## src/rtl/ram_nxw_sync.sv

```systemverilog
// Single-port DEPTH x WIDTH RAM with a registered read (1-cycle latency), out-of-range flag and zero-fill sweep.
// No backpressure: accesses are accepted whenever idle and dropped while busy (sweep) is high.
module ram_nxw_sync #(
  parameter int WIDTH = 4,
  parameter int DEPTH = 8,
  parameter int AW    = 3
) (
  input  logic             CLK_,
  input  logic             CLR,
  input  logic             EN_,
  input  logic             R_W_,
  input  logic [AW-1:0]    ADDR_,
  input  logic [WIDTH-1:0] data_in,
  input  logic             CLR_MEM,
  output logic [WIDTH-1:0] data_out,
  output logic             rd_valid,
  output logic             addr_err,
  output logic             busy
);

  typedef enum logic {IDLE, CLEAR} state_t;

  localparam logic [AW:0]   DEPTH_W = (AW+1)'(DEPTH);
  localparam logic [AW-1:0] LAST    = AW'(DEPTH - 1);

  state_t           state, state_nxt;
  logic [AW-1:0]    ptr, ptr_nxt;
  logic             mem_we;
  logic [AW-1:0]    mem_wa;
  logic [WIDTH-1:0] mem_wd;
  logic             in_range;
  logic             accept;

  logic [WIDTH-1:0] mem [DEPTH];

  assign in_range = ({1'b0, ADDR_} < DEPTH_W);
  // A CLR_MEM request wins over a same-cycle access, which is dropped.
  assign accept   = (state == IDLE) && !CLR_MEM && EN_;
  assign busy     = (state == CLEAR);

  always_ff @(posedge CLK_) begin
    if (CLR) begin
      state <= CLEAR;
      ptr   <= '0;
    end else begin
      state <= state_nxt;
      ptr   <= ptr_nxt;
    end
  end

  always_comb begin
    state_nxt = state;
    ptr_nxt   = ptr;
    mem_we    = 1'b0;
    mem_wa    = ADDR_;
    mem_wd    = data_in;
    case (state)
      IDLE: begin
        if (CLR_MEM) begin
          state_nxt = CLEAR;
          ptr_nxt   = '0;
        end else if (EN_ && R_W_ && in_range) begin
          mem_we = 1'b1;
        end
      end
      CLEAR: begin
        mem_we = 1'b1;
        mem_wa = ptr;
        mem_wd = '0;
        if (ptr == LAST) begin
          state_nxt = IDLE;
          ptr_nxt   = '0;
        end else begin
          ptr_nxt = ptr + 1'b1;
        end
      end
      default: begin
        state_nxt = CLEAR;
        ptr_nxt   = '0;
      end
    endcase
  end

  // The array itself has no reset; the sweep that follows CLR zeroes it.
  always_ff @(posedge CLK_) begin
    if (mem_we && !CLR) begin
      mem[mem_wa] <= mem_wd;
    end
  end

  always_ff @(posedge CLK_) begin
    if (CLR) begin
      data_out <= '0;
      rd_valid <= 1'b0;
      addr_err <= 1'b0;
    end else begin
      data_out <= '0;
      rd_valid <= 1'b0;
      if (accept) begin
        if (in_range) begin
          addr_err <= 1'b0;
          if (!R_W_) begin
            data_out <= mem[ADDR_];
            rd_valid <= 1'b1;
          end
        end else begin
          addr_err <= 1'b1;
        end
      end
    end
  end

endmodule

```

## config.mk

```make
export PLATFORM = sky130hd
export DESIGN_NAME = ram_nxw_sync
export DESIGN_NICKNAME = d
export VERILOG_FILES = /design/src/rtl/ram_nxw_sync.sv
export SDC_FILE = /design/constraint.sdc
export NUM_CORES = 1
export LEC_CHECK = 0
export CORE_MARGIN = 3
export CORE_UTILIZATION = 40
export CTS_CLUSTER_SIZE = 24
export DETAILED_ROUTE_END_ITERATION = 16
export GPL_TIMING_DRIVEN = 0
export SLEW_MARGIN = 40
export SYNTH_ARGS = -nofsm -noshare
export SYNTH_HDL_FRONTEND = slang
export SYNTH_SLANG_ARGS = --single-unit
```

## constraint.sdc

```tcl
create_clock -name CLK_ -period 1.6 [get_ports CLK_]
set_input_delay 0.48 -clock CLK_ [delete_from_list [all_inputs] [get_ports CLK_]]
set_output_delay 0.48 -clock CLK_ [all_outputs]
set_load 0.1 [all_outputs]
```

==> impl_metrics.yaml <==
logic_synthesis:
  yosysTopAreaCell: "edfxtp_1"
  ys.flop_type: "edfxtp_1"
  synth_cell_type_count: 27
  syn_area_mm2: 0.001722
  synth_warnings: 0
  synth-seq-area-share: 0.6628
  syn-num-nets: 138
  yosysTopAreaCellShare: 0.5581
  synth.most_common_cell: "edfxtp_1"
  synth_edf_count: 32
  synth.area.top_cells: "edfxtp_1 (56%), dfxtp_1 (10%), mux2_2 (5.9%)"
  synthTopCellsByCount: "edfxtp_1 (32), nor2_1 (15), dfxtp_1 (9), mux2_2 (9), mux2i_1 (9)"
  ys_seq_elements: 41
  avgSynthCellArea_um2: 13.88
  synthArstFlopShare: 0
  synthCells: 124
global_route:
  busiest_layer: "met2"
  antenna_found_initial: 0
  grt_pass1_vias: 1117
  grt-ovfl-total: 0
  met1_usage: 0.1753
  use_met2: 0.2571
  grt.total_usage: 0.1512
  grt_pass1_wl_mm: 5.706
  use_met3: 0.04909
  grt_max_degree: 13
timing:
  maxSlewHeadroom: 0.5713
  setup_viol: 0
  clock_skew_ps: 5.540
  setup_slack_ps: 81.09
  period_minus_slack_ps: 1519
  hold_ws_ps: 574.4
  hold_viol: 0
  max_freq_mhz: 658.4
  worstMarginPinSlew_ps: 641.7
  rsz0062_at_grt: "false"
  min_period_over_period: 0.9493
  maxSlewViolCount: 0
cts:
  cts_tree: "built"
  root_buffer: "clkbuf_8"
  clk_path_buf_depth: 2
  clk_latency_ps: 300
  numCtsBuffers: 5
  cts-hold-fix-buffers: 0
  cts_num_sinks: 41
  cts.htree.levels: 2
  clk_pin_slew_worst_paths_ps: 70
run_status:
  outcome: "finished clean"
placed_design:
  gp_congestion: 0.7507
  dp_hpwl_mm: 2.455
  dp_slack_ps: -613.9
  numPortBuffers: 16
detailed_routing:
  drt-initial-drc-count: 39
  wirelength_mm: 3.358
  drtAntennaViolNets: 0
  viasPerCell: 5.214
  first_pass_iters: 4
  route.detailed.drc: 0
  num_vias: 1048
  wl_per_cell_um: 16.71
power_and_ir_drop:
  peakVddDrop_mv: 0.4032
  total_power_mw: 2.050
  cellPowerDensity_mw_per_mm2: 977.4
  power_leakage_nw: 0.7723
die:
  die-area_mm2: 0.005127
  die_y_um: 71.61
  num_rows: 23
  start_util: 0.4213
  die_x_um: 71.61
  boundaryPins: 19
  core_mm2: 0.004086
run:
  maxCapViolCount: 0
cells_and_area:
  diodes: 0
  drive_gt1_frac: 0.2649
  synthToLayoutAreaGrowth_pct: 21.80
  fin_nets: 164
worst_setup_path:
  critPathMaxStageDelay_ps: 420
  worstPathMaxFanout: 1
  cp_cell_sequence: "buf_2"
  r2r-start: "busy"
  cp-end-kind: "output port"
  crit_family: "buffers and inverters"
  arrival_ps: 1040
  cp_slowest_cell: "buf_2"
  critical_path.startpoint: "data_out[2]"
  startpoint_type: "register"
  critPathKind: "register to output port"
  required_ps: 1120
  cp_num_buf_inv: 1
hold_path:
  hp-class: "register to register"
  min_from: "ptr[0]"
tightest hold or removal path: stages, from the launching register on:
cell and delay (ps):
dfxtp_1 360, a21oi_1 130, nor2_1 40
routing by layer:
layer	wire length [um]	part of all wire
met2	1726	0.51
met5	0	0
met1	1422	0.42
met4	44	0.013
met3	165	0.049
cells in the final DEF (no fill, tap or decap), types with 5 or more instances in the layout:
master / instances
buf_2: 6
clkbuf_8: 6
dfxtp_1: 8
dlygate4sd2_1: 6
edfxtp_1: 32
mux2_2: 9
mux2i_1: 9
nor2_1: 7
nor2_4: 7
nor2b_1: 5
nor3_1: 5
power breakdown:
group,internal [mW],switching [mW],leakage (nW)
Clock,0.352,0.342,0.0455
Combinational,0.0792,0.100,0.354
Sequential,1.16,0.0144,0.373
repair_timing:
| action | CTS | global route |
|---|---|---|
| pin swaps | 5 | 0 |
| setup buffers | 3 | 0 |
| gates resized for setup | 19 | 1 |
| endpoints found under the setup margin | 32 | 1 |
worst paths after layout:
check | endpoint | slack (ps) | cells past startpoint
worst max-delay path | data_out[2] | 80 | 1
worst min-delay path | ptr[0] | 570 | 2
worst max register to register | mem[0][3] | 110 | 5
worst min register to register | ptr[0] | 570 | 2
sequential cells by signal (all words and copies together) (netlist names):
name / flops
data_out: 4
ptr: 3
busy: 1
mem: 32
rd_valid: 1
cell families (layout without fill, tap and decap cells):
logic type	count (synthesis)	in the layout	synth area share
flip-flops	41	41	0.6628
AND/OR/NAND/NOR	35	35	0.1061
AO/OA/AOI/OAI	18	18	0.07121
multiplexers	18	18	0.1112
buffers and inverters	9	36	0.03198
adder cells (fa/ha/maj)	2	2	0.01453
other	1	1	0.002178
area by class of cell:
| class | count | area [um^2] |
|---|---|---|
| multi-input cells | 74 | 586.8 |
| fillers | 351 | 1989 |
| plain buffers | 5 | 46.29 |
| flip-flops and latches | 41 | 1145 |
| clock buffers | 8 | 90.09 |
| well taps | 50 | 62.56 |
| inverters | 4 | 15.01 |
| repair buffers | 19 | 151.4 |
per-stage QoR:
step	setup TNS, ps	cells	utilization	instance area, um^2
2_1_floorplan	0	124	-	1742
3_3_place_gp	-20120	190	0.4807	1964
3_5_place_dp	-21790	190	0.4734	1934
4_1_cts	0	201	0.5126	2095
5_1_grt	0	201	0.5132	2097
6_report	0	201	0.5132	2097
No activity file was read; power rests on OpenSTA's default activity.
